**src/rtl/neuron_pkg.sv**
```systemverilog
// neuron_pkg: shared current format, FSM states and the saturating add.
// The state_update stage reuses sat_add, so the clamp rule is defined in one place.
package neuron_pkg;
    localparam int DATA_W = 17;
    localparam int FRAC_W = 8;
    typedef logic signed [DATA_W-1:0] current_t;
    localparam current_t CUR_MAX = 17'h0FFFF;
    localparam current_t CUR_MIN = 17'h10000;
    typedef enum logic [1:0] {ACCUM, DRAIN, DONE} state_t;
    typedef struct packed {
        current_t sum;
        logic     sat;
    } sat_res_t;
    function automatic sat_res_t sat_add(current_t a, current_t b);
        logic [DATA_W:0] s;
        sat_res_t r;
        s = {a[DATA_W-1], a} + {b[DATA_W-1], b};
        r.sat = s[DATA_W] != s[DATA_W-1];
        r.sum = !r.sat ? current_t'(s[DATA_W-1:0]) : (s[DATA_W] ? CUR_MIN : CUR_MAX);
        return r;
    endfunction
endpackage

```
**src/rtl/synaptic_accumulator_if.sv**
```systemverilog
// synaptic_accumulator_if: spike-event input stream, step control and drained-current output stream.
interface synaptic_accumulator_if import neuron_pkg::*; #(
    parameter int ADDR_W = 4
);
    logic              ev_valid;
    logic              ev_ready;
    logic [ADDR_W-1:0] ev_dst;
    current_t          ev_weight;
    logic              step_start;
    current_t          bias_in;
    logic              i_valid;
    logic              i_ready;
    logic [ADDR_W-1:0] i_idx;
    current_t          i_out;
    logic              step_done;
    logic              sat_flag;
    modport master (
        output ev_valid, ev_dst, ev_weight, step_start, bias_in, i_ready,
        input  ev_ready, i_valid, i_idx, i_out, step_done, sat_flag
    );
    modport slave (
        input  ev_valid, ev_dst, ev_weight, step_start, bias_in, i_ready,
        output ev_ready, i_valid, i_idx, i_out, step_done, sat_flag
    );
endinterface

```
**src/rtl/synaptic_accumulator_sat_adder.sv**
```systemverilog
// sat_adder: combinational two's-complement add clamped to the current range, with a clamp indicator.
module sat_adder import neuron_pkg::*; (
    input  current_t a,
    input  current_t b,
    output current_t sum,
    output logic     sat
);
    sat_res_t r;
    always_comb begin
        r   = sat_add(a, b);
        sum = r.sum;
        sat = r.sat;
    end
endmodule

```
**src/rtl/synaptic_accumulator.sv**
```systemverilog
// synaptic_accumulator: sums weighted spike events per neuron, then drains bias-added currents in index order.
// The drained word is formed from registered accumulator/bias state only, so no input reaches an output combinationally.
module synaptic_accumulator import neuron_pkg::*; #(
    parameter int N_NEURONS = 16,
    parameter int ADDR_W    = 4
) (
    input logic                   clk,
    input logic                   reset,
    synaptic_accumulator_if.slave bus
);
    state_t            state_q, state_d;
    logic [ADDR_W-1:0] idx_q, idx_d;
    current_t          bias_q, bias_d;
    current_t          acc_q [N_NEURONS];
    current_t          acc_d [N_NEURONS];
    logic              i_valid_q, i_valid_d;
    logic              ev_ready_q, ev_ready_d;
    logic              step_done_q, step_done_d;
    logic              sat_q, sat_d;
    logic              dst_ok, ev_hs, xfer, acc_sat, out_sat;
    current_t          acc_cur, acc_sum, out_sum;

    assign dst_ok  = int'(bus.ev_dst) < N_NEURONS;
    assign ev_hs   = ev_ready_q && bus.ev_valid;
    assign xfer    = i_valid_q && bus.i_ready;
    assign acc_cur = dst_ok ? acc_q[bus.ev_dst] : '0;

    sat_adder u_acc_add (.a(acc_cur), .b(bus.ev_weight), .sum(acc_sum), .sat(acc_sat));
    sat_adder u_bias_add (.a(acc_q[idx_q]), .b(bias_q), .sum(out_sum), .sat(out_sat));

    always_comb begin
        state_d = state_q;
        idx_d   = idx_q;
        bias_d  = bias_q;
        acc_d   = acc_q;
        sat_d   = sat_q || (ev_hs && dst_ok && acc_sat) || (i_valid_q && out_sat);
        if (ev_hs && dst_ok)
            acc_d[bus.ev_dst] = acc_sum;
        if (state_q == ACCUM && bus.step_start) begin
            state_d = DRAIN;
            idx_d   = '0;
            bias_d  = bus.bias_in;
        end
        // the last transfer leaves idx wrapped; it is re-zeroed at the next step_start
        if (xfer) begin
            acc_d[idx_q] = '0;
            idx_d        = idx_q + ADDR_W'(1);
            state_d      = idx_q == ADDR_W'(N_NEURONS - 1) ? DONE : DRAIN;
        end
        if (state_q == DONE)
            state_d = ACCUM;
        i_valid_d   = state_d == DRAIN;
        ev_ready_d  = state_d == ACCUM;
        step_done_d = state_d == DONE;
    end

    always_ff @(posedge clk) begin
        if (reset) begin
            state_q     <= ACCUM;
            idx_q       <= '0;
            bias_q      <= '0;
            acc_q       <= '{default: '0};
            i_valid_q   <= 1'b0;
            ev_ready_q  <= 1'b1;
            step_done_q <= 1'b0;
            sat_q       <= 1'b0;
        end else begin
            state_q     <= state_d;
            idx_q       <= idx_d;
            bias_q      <= bias_d;
            acc_q       <= acc_d;
            i_valid_q   <= i_valid_d;
            ev_ready_q  <= ev_ready_d;
            step_done_q <= step_done_d;
            sat_q       <= sat_d;
        end
    end

    assign bus.ev_ready  = ev_ready_q;
    assign bus.i_valid   = i_valid_q;
    assign bus.i_idx     = i_valid_q ? idx_q : '0;
    assign bus.i_out     = i_valid_q ? out_sum : '0;
    assign bus.step_done = step_done_q;
    assign bus.sat_flag  = sat_q;
endmodule

```
**src/flat_wrapper.sv**
```systemverilog
// flat-port wrapper written by rule: the top's interface ports become plain ports
module synaptic_accumulator_flat import neuron_pkg::*;
#(
    parameter int N_NEURONS = 16,
    parameter int ADDR_W    = 4
)
  (clk, reset, bus_ev_valid, bus_ev_dst, bus_ev_weight, bus_step_start, bus_bias_in, bus_i_ready, bus_ev_ready, bus_i_valid, bus_i_idx, bus_i_out, bus_step_done, bus_sat_flag);
  synaptic_accumulator_if #(.ADDR_W(ADDR_W)) bus_i ();
  input logic clk;
  input logic reset;
  input wire logic [$bits(bus_i.ev_valid)-1:0] bus_ev_valid;
  input wire logic [$bits(bus_i.ev_dst)-1:0] bus_ev_dst;
  input wire logic [$bits(bus_i.ev_weight)-1:0] bus_ev_weight;
  input wire logic [$bits(bus_i.step_start)-1:0] bus_step_start;
  input wire logic [$bits(bus_i.bias_in)-1:0] bus_bias_in;
  input wire logic [$bits(bus_i.i_ready)-1:0] bus_i_ready;
  output wire logic [$bits(bus_i.ev_ready)-1:0] bus_ev_ready;
  output wire logic [$bits(bus_i.i_valid)-1:0] bus_i_valid;
  output wire logic [$bits(bus_i.i_idx)-1:0] bus_i_idx;
  output wire logic [$bits(bus_i.i_out)-1:0] bus_i_out;
  output wire logic [$bits(bus_i.step_done)-1:0] bus_step_done;
  output wire logic [$bits(bus_i.sat_flag)-1:0] bus_sat_flag;
  assign bus_i.ev_valid = bus_ev_valid;
  assign bus_i.ev_dst = bus_ev_dst;
  assign bus_i.ev_weight = bus_ev_weight;
  assign bus_i.step_start = bus_step_start;
  assign bus_i.bias_in = bus_bias_in;
  assign bus_i.i_ready = bus_i_ready;
  assign bus_ev_ready = bus_i.ev_ready;
  assign bus_i_valid = bus_i.i_valid;
  assign bus_i_idx = bus_i.i_idx;
  assign bus_i_out = bus_i.i_out;
  assign bus_step_done = bus_i.step_done;
  assign bus_sat_flag = bus_i.sat_flag;
  synaptic_accumulator #(.N_NEURONS(N_NEURONS), .ADDR_W(ADDR_W)) u_core (.clk(clk), .reset(reset), .bus(bus_i));
endmodule
```
**config.mk**
```make
export PLATFORM = sky130hd
export DESIGN_NAME = synaptic_accumulator_flat
export DESIGN_NICKNAME = d
export VERILOG_FILES = /design/src/rtl/neuron_pkg.sv /design/src/rtl/synaptic_accumulator_if.sv /design/src/rtl/synaptic_accumulator_sat_adder.sv /design/src/rtl/synaptic_accumulator.sv /design/src/flat_wrapper.sv
export SDC_FILE = /design/constraint.sdc
export NUM_CORES = 1
export LEC_CHECK = 0
export CORE_ASPECT_RATIO = 1.75
export CORE_MARGIN = 3
export CORE_UTILIZATION = 55
export CTS_CLUSTER_DIAMETER = 40
export DETAILED_ROUTE_END_ITERATION = 8
export PLACE_DENSITY_LB_ADDON = 0.15
export SLEW_MARGIN = 20
export SYNTH_ARGS = -nofsm -noshare
export SYNTH_HDL_FRONTEND = slang
export SYNTH_SLANG_ARGS = --single-unit
export TNS_END_PERCENT = 20
```
**constraint.sdc**
```tcl
create_clock -name clk -period 13.4 [get_ports clk]
set_input_delay 1.34 -clock clk [delete_from_list [all_inputs] [get_ports clk]]
set_output_delay 1.34 -clock clk [all_outputs]
set_load 0.02 [all_outputs]
```
* Word level (Yosys, flattened, before mapping)
Cells that the tools add are included.
** Storage, ports and cells
- Register bits after elaboration :: 299
- Bits of input ports :: 43
- Output and inout port bits :: 25
- Word-level logic and storage cells :: 77
** Operators by class
- Add/sub/neg operators :: 3
- Order comparisons :: 4
- Eq/ne operators :: 6
- Muxes and demuxes :: 25
- Bitwise logic cells :: 4
- Reduce and logical (&&, ||, !) cells :: 12
** Operators with widths (count)
- $mux W272 :: 2
- $and A272 B272 Y272 :: 1
- $bwmux W272 :: 1
- $not A272 Y272 :: 1
- $mux W17 :: 11
- $bmux W17 S4 :: 2
- $demux W17 S4 :: 2
- $add A17 B17 Y18 :: 2
- $mux W4 :: 3
- $ge A5 B5 Y1 const B :: 2
- $lt A5 B1 Y1 const B :: 2
- $not A4 Y5 :: 2
- $mux W2 :: 4
- $logic_and A1 B1 Y1 :: 7
- $add A4 B1 Y4 const B :: 1
- $eq A2 B2 Y1 const B :: 2
- $eq A4 B4 Y1 const B :: 1
- $logic_not A2 Y1 :: 2
- $eq A2 B1 Y1 const B :: 1
- $logic_or A1 B1 Y1 :: 2
- $ne A1 B1 Y1 :: 2
- $reduce_bool A2 Y1 :: 1

* Depth between registers and ports, before layout
- Word-level depth :: 11
- Depth in mapped cells :: 18
- Depth with buffers taken out :: 14

* Cells and area by module
Synthesis repeated with hierarchy kept, for this count alone.
** Second synthesis, totals
- Cell total of the unflattened synthesis :: 1998
- Area, all modules :: 17778.3 sq um
** By module, submodules not included
- synaptic_accumulator :: instances 1, cells an instance 1744, area an instance 15894.0 sq um, sequential area each 5985.7 sq um
- sat_adder :: instances 2, cells an instance 127, area an instance 942.2 sq um, sequential area each 0.0 sq um

* Worst setup path before layout
No wires, ideal clock.
- Kind :: register -> output
- Start point :: reg u_core.idx_q[0]
- End point :: out bus_i_out[10]
- Data arrival time :: 4.668 ns
- Required time :: 12.060 ns
- Path slack :: 7.392 ns
- Stages on the path, launching flop included :: 18
- Path buffers :: 3
- Path through :: dfxtp_1 -> clkbuf_1 -> clkbuf_1 -> mux4_2 -> mux4_2 -> ha_1 -> inv_1 -> fa_1 -> nor2b_1 -> o2111ai_1 -> o21ai_1 -> o41a_1 -> a41o_1 -> a31oi_4 -> xnor2_1 -> o21ai_2 -> buf_4 -> a21oi_1
** Between the ends
- Word-level cells in the longest chain between the ends :: 8
- Elaborated cells on any way between the ends :: 9
- Classes of those cells :: 1 x add/sub; 1 x eq/ne; 6 x mux; 1 x bitwise
** RTL lines
- start: declaration :: RTL line synaptic_accumulator.sv:12 : logic [ADDR_W-1:0] idx_q, idx_d;
- start signal: assignment :: RTL line synaptic_accumulator.sv:69 : idx_q <= idx_d;
- $not A4 Y5 (not written as such) (*) :: RTL line synaptic_accumulator.sv:29 : sat_adder u_bias_add (.a(acc_q[idx_q]), .b(bias_q), .sum(out_sum), .sat(out_sat));
- $bmux W17 S4 (*) :: RTL line synaptic_accumulator.sv:29
- $mux W17 (not written as such) (*) (2 in a row) :: RTL line synaptic_accumulator.sv:29
- $add A17 B17 Y18 (*) :: RTL line neuron_pkg.sv:17 : s = {a[DATA_W-1], a} + {b[DATA_W-1], b};
- $mux W17 / $ne A1 B1 Y1 (equally long branches) :: RTL line neuron_pkg.sv:19, neuron_pkg.sv:18
- $mux W17 (*) :: RTL line neuron_pkg.sv:19 : r.sum = !r.sat ? current_t'(s[DATA_W-1:0]) : (s[DATA_W] ? CUR_MIN : CUR_MAX);
- $mux W17 (*) :: RTL line synaptic_accumulator.sv:82 : assign bus.i_out = i_valid_q ? out_sum : '0;
- end: declaration :: RTL line flat_wrapper.sv:20 : output wire logic [$bits(bus_i.i_out)-1:0] bus_i_out;
Mark *: on every way between the ends. The rest lies on a longest branch, timed or not. The select of a mux whose other input is x is not followed.

* Worst setup path in the final report
- Start point :: reg u_core.idx_q[0]
- End point :: out bus_i_out[1]
Same word-level chain as after synthesis.

==> flow_metrics.env <==
export IMPL_p_total_mw=2.05
export IMPL_ir_drop_uv=106
export IMPL_gp_congestion=0.957
export IMPL_worst_path_buf_inv=2
export IMPL_worst_setup_path_type="flop to output port"
export IMPL_synth_avg_cell_area_um2=10.1
export IMPL_cts_buffers=30
export IMPL_htreeDepth=1
export IMPL_r2r_end="u_core.bus.sat_flag$_SDFF_PP0_"
export IMPL_rsz0062_at_grt="no"
export IMPL_syn_nets=1664
export IMPL_drt_iter0_drc=1667
export IMPL_drt_total_wl_um=58200
export IMPL_dpl_hpwl_um=40400
export IMPL_synthTopCellsByArea="dfxtp_1, mux4_2, o21ai_0"
export IMPL_clock_skew_ps=21.2
export IMPL_endpoint_kind="output port"
export IMPL_root_buffer="clkbuf_16"
export IMPL_worstPathArrival_ps=6540
export IMPL_portBuffers=67
export IMPL_seqPwrFrac=0.448
export IMPL_pre_cts_slack_ps=6090
export IMPL_clock_latency_ps=580
export IMPL_ff_latch_area_um2=5990
export IMPL_synth_distinct_cells=68
export IMPL_clockPowerShare=0.433
export IMPL_worstMarginPinSlew_ps=1030
export IMPL_grt_max_degree=58
export IMPL_rows=81
export IMPL_synth_area_leader_cell="dfxtp_1"
export IMPL_grt_pass1_wl_um=85500
export IMPL_numClockSinks=299
export IMPL_cpPeakStageDelay_ps=770
export IMPL_cellPowerDensity_nw_per_um2=114
export IMPL_fillCellCount=2333
export IMPL_synth_enable_flop_cells=0
export IMPL_swShare=0.274
export IMPL_clockBufferDepth=3
export IMPL_multi_input_area_um2=9440
export IMPL_r2r_start="u_core.idx_q[0]$_SDFFE_PP0P_"
export IMPL_yosys_most_used_dff="dfxtp_1"
export IMPL_setup_viol=0
export IMPL_ctsResizeCount=0
export IMPL_yosysTopAreaCellShare=0.375
export IMPL_firstDrtPassIters=6
export IMPL_grt_usage=0.370
export IMPL_hold_viol=0
export IMPL_critPathLaunchType="flop"
export IMPL_cap_viol_max_count=0
export IMPL_cts_tree="done"
export IMPL_nets=1684
export IMPL_ant_nets=0
export IMPL_area_delta_synth_final_pct=12.3
export IMPL_fmax_mhz=127
export IMPL_grt_pass1_vias=13900
export IMPL_holdPathStages=2
export IMPL_ys_ff_latch=299
export IMPL_cp_common_cell="a21oi_1"
export IMPL_die_h_um=231
export IMPL_clk_pin_slew_worst_paths_ps=70
export IMPL_setup_ws_ps=5520
export IMPL_avgRoutedWirePerCell_um=29.1
export IMPL_crit_chain="buf_4 -> mux4_2 -> mux4_2 -> ha_1 -> a21o_1 -> a21o_1 -> a21oi_1 -> o21ai_0 -> a2111oi_0 -> a21oi_1 -> xor2_2 -> a21oi_1 -> clkdlybuf4s50_1"
export IMPL_min_to="u_core.bias_q[4]$_SDFFE_PP0P_"
export IMPL_via_per_inst=7.04
export IMPL_drv_slew=0
export IMPL_status="finished, final reports clean"
export IMPL_die_w_um=135
export IMPL_p_int_mw=1.49
export IMPL_r2r_slack_ps=7580
export IMPL_die_area_um2=31200
export IMPL_netlist_area_um2=16000
export IMPL_netlist_instances=1581
export IMPL_ctsHoldBuffers=0
export IMPL_crit_required_ps=12060
export IMPL_async_flop_share=0
export IMPL_switchingPower_mw=0.562
export IMPL_hp_start="u_core.bias_q[4]$_SDFFE_PP0P_"
export IMPL_ios=68
export IMPL_layout_drive_gt1_share=0.182
export IMPL_yosysWarnings=0
export IMPL_coreArea_um2=28300
export IMPL_crit_fanout=42
export IMPL_fin_crit_ps=7880
export IMPL_r2r_worst_path_cells=13
export IMPL_post_cts_repair_setup_buffers=0
export IMPL_max_slew_margin_rel=0.312
export IMPL_route_detailed_drc=0
export IMPL_critPathSlowestCell="dfxtp_4"
export IMPL_start_util=0.565
export IMPL_vias=14100
export IMPL_ys_seq_area_frac=0.375
export IMPL_holdWs_ps=464
export IMPL_critical_path_top_delay_family="compound AO/OA/AOI/OAI gates"
export IMPL_period_share=0.588
export IMPL_p_leak_nw=6.32
export IMPL_combPwrFrac=0.119
export IMPL_antenna_found_initial=0
export IMPL_grt_ovfl_total=0
export IMPL_worstHoldPathType="flop to flop"
export IMPL_tns_ps=0
## registers in the layout, indices dropped and copies added, names as in the netlist
signal                cells
u_core.bus.sat_flag       1
u_core.bus.step_done      1
u_core.bus.i_valid        1
u_core.bus.ev_ready       1
u_core.state_q            2
u_core.acc_q            272
u_core.idx_q              4
u_core.bias_q            17
## worst reg2reg max path, cell delays in order, from the launching register on
cell       delay, ps
dfxtp_4          770
buf_4            780
mux4_2           660
mux4_2           530
ha_1             370
a21o_1           220
a21o_1           180
a21oi_1          230
o21ai_0          130
a2111oi_0        560
a21oi_1          190
xor2_2           630
nor2_1           170
o31a_1           310
## Yosys cell counts (8+ instances only)
cell type	number
a211oi_1	35
a21o_1	15
a21oi_1	126
a22o_1	45
buf_1	14
buf_2	15
clkbuf_1	78
dfxtp_1	299
ha_1	38
inv_1	15
mux4_2	170
nand2_1	168
nand3_1	141
nor2_1	107
o21ai_0	172
o21ai_1	13
o21ai_2	8
xnor2_1	14
xor2_1	13
## metrics by stage
step                utilization  area (um2)  cells
global route              0.634       17900   1998
finish                    0.634       17900   1999
global placement          0.598       16900   1942
detailed placement        0.598       16900   1942
CTS                       0.634       17900   1998
floorplan                     -       16000   1581
## cells by family (layout without fill, tap and decap cells)
group,Yosys count,in the layout,share of synthesized area
multiplexers,170,170,0.240
AND/OR/NAND/NOR,459,459,0.126
other,0,1,0
buffers and inverters,132,176,0.0342
AO/OA/AOI/OAI,445,445,0.170
XOR/XNOR,30,30,0.0186
flip-flops,299,299,0.375
adder cells (fa/ha/maj),46,46,0.0364
## cells in the final DEF, fill, tap and decap left out, types with 3 or more instances in the layout
| master | instances |
|---|---|
| nand2b_1 | 3 |
| dfxtp_1 | 297 |
| a211oi_1 | 35 |
| xor2_1 | 13 |
| clkbuf_8 | 3 |
| and2_1 | 7 |
| inv_1 | 15 |
| o21ai_2 | 8 |
| ha_1 | 38 |
| a21o_1 | 15 |
| clkdlybuf4s50_1 | 64 |
| and3_1 | 6 |
| nand3_1 | 141 |
| clkbuf_16 | 31 |
| nand4_1 | 3 |
| nor3_1 | 7 |
| a31oi_1 | 4 |
| o21ai_0 | 172 |
| buf_4 | 39 |
| bufinv_16 | 3 |
| o21a_1 | 3 |
| o21ai_1 | 13 |
| nor2b_1 | 7 |
| maj3_2 | 5 |
| a21oi_1 | 126 |
| inv_6 | 5 |
| nand2_1 | 168 |
| a22o_1 | 45 |
| nor2_1 | 106 |
| clkinv_2 | 7 |
| mux4_2 | 170 |
| xnor2_1 | 14 |
## layout make-up
cell class / count / area share
Antenna cell: 1 / 0.000140
Clock buffer: 36 / 0.0460
Clock inverter: 20 / 0.0116
Inverter: 16 / 0.00335
Multi-Input combinational cell: 1150 / 0.526
Sequential cell: 299 / 0.334
Tap cell: 373 / 0.0260
Timing Repair Buffer: 104 / 0.0523
## power by group through the flow
stage,clock network (mW),logic (mW),registers [mW]
after floorplan,0,0.158,0.931
after global placement,0,0.236,0.937
after detailed placement,0,0.239,0.938
after CTS,0.886,0.240,0.918
after global routing,0.921,0.256,0.920
final,0.886,0.244,0.918
## worst max-delay path by stage
| stage | from | end | slack (ps) | cells after the start |
|---|---|---|---|---|
| 2_1_floorplan | u_core.idx_q[0]$_SDFFE_PP0P_ | bus_i_out[10] | 7390 | 17 |
| 3_3_place_gp | u_core.idx_q[0]$_SDFFE_PP0P_ | bus_i_out[0] | 6160 | 13 |
| 3_5_place_dp | u_core.idx_q[0]$_SDFFE_PP0P_ | bus_i_out[1] | 6090 | 13 |
| 4_1_cts | u_core.idx_q[0]$_SDFFE_PP0P_ | bus_i_out[1] | 5480 | 13 |
| 5_1_grt | u_core.idx_q[0]$_SDFFE_PP0P_ | bus_i_out[5] | 5130 | 13 |
| 6_report | u_core.idx_q[0]$_SDFFE_PP0P_ | bus_i_out[1] | 5520 | 13 |
## routing by layer
metal / share of wire / vias up / global-route usage
li1: - / 6027 / -
met1: 0.31 / 6801 / 0.398
met2: 0.49 / 926 / 0.630
met3: 0.085 / 323 / 0.0526
met4: 0.11 / 0 / 0.313
met5: 0 / - / 0
No activity file was read; power rests on OpenSTA's default activity.
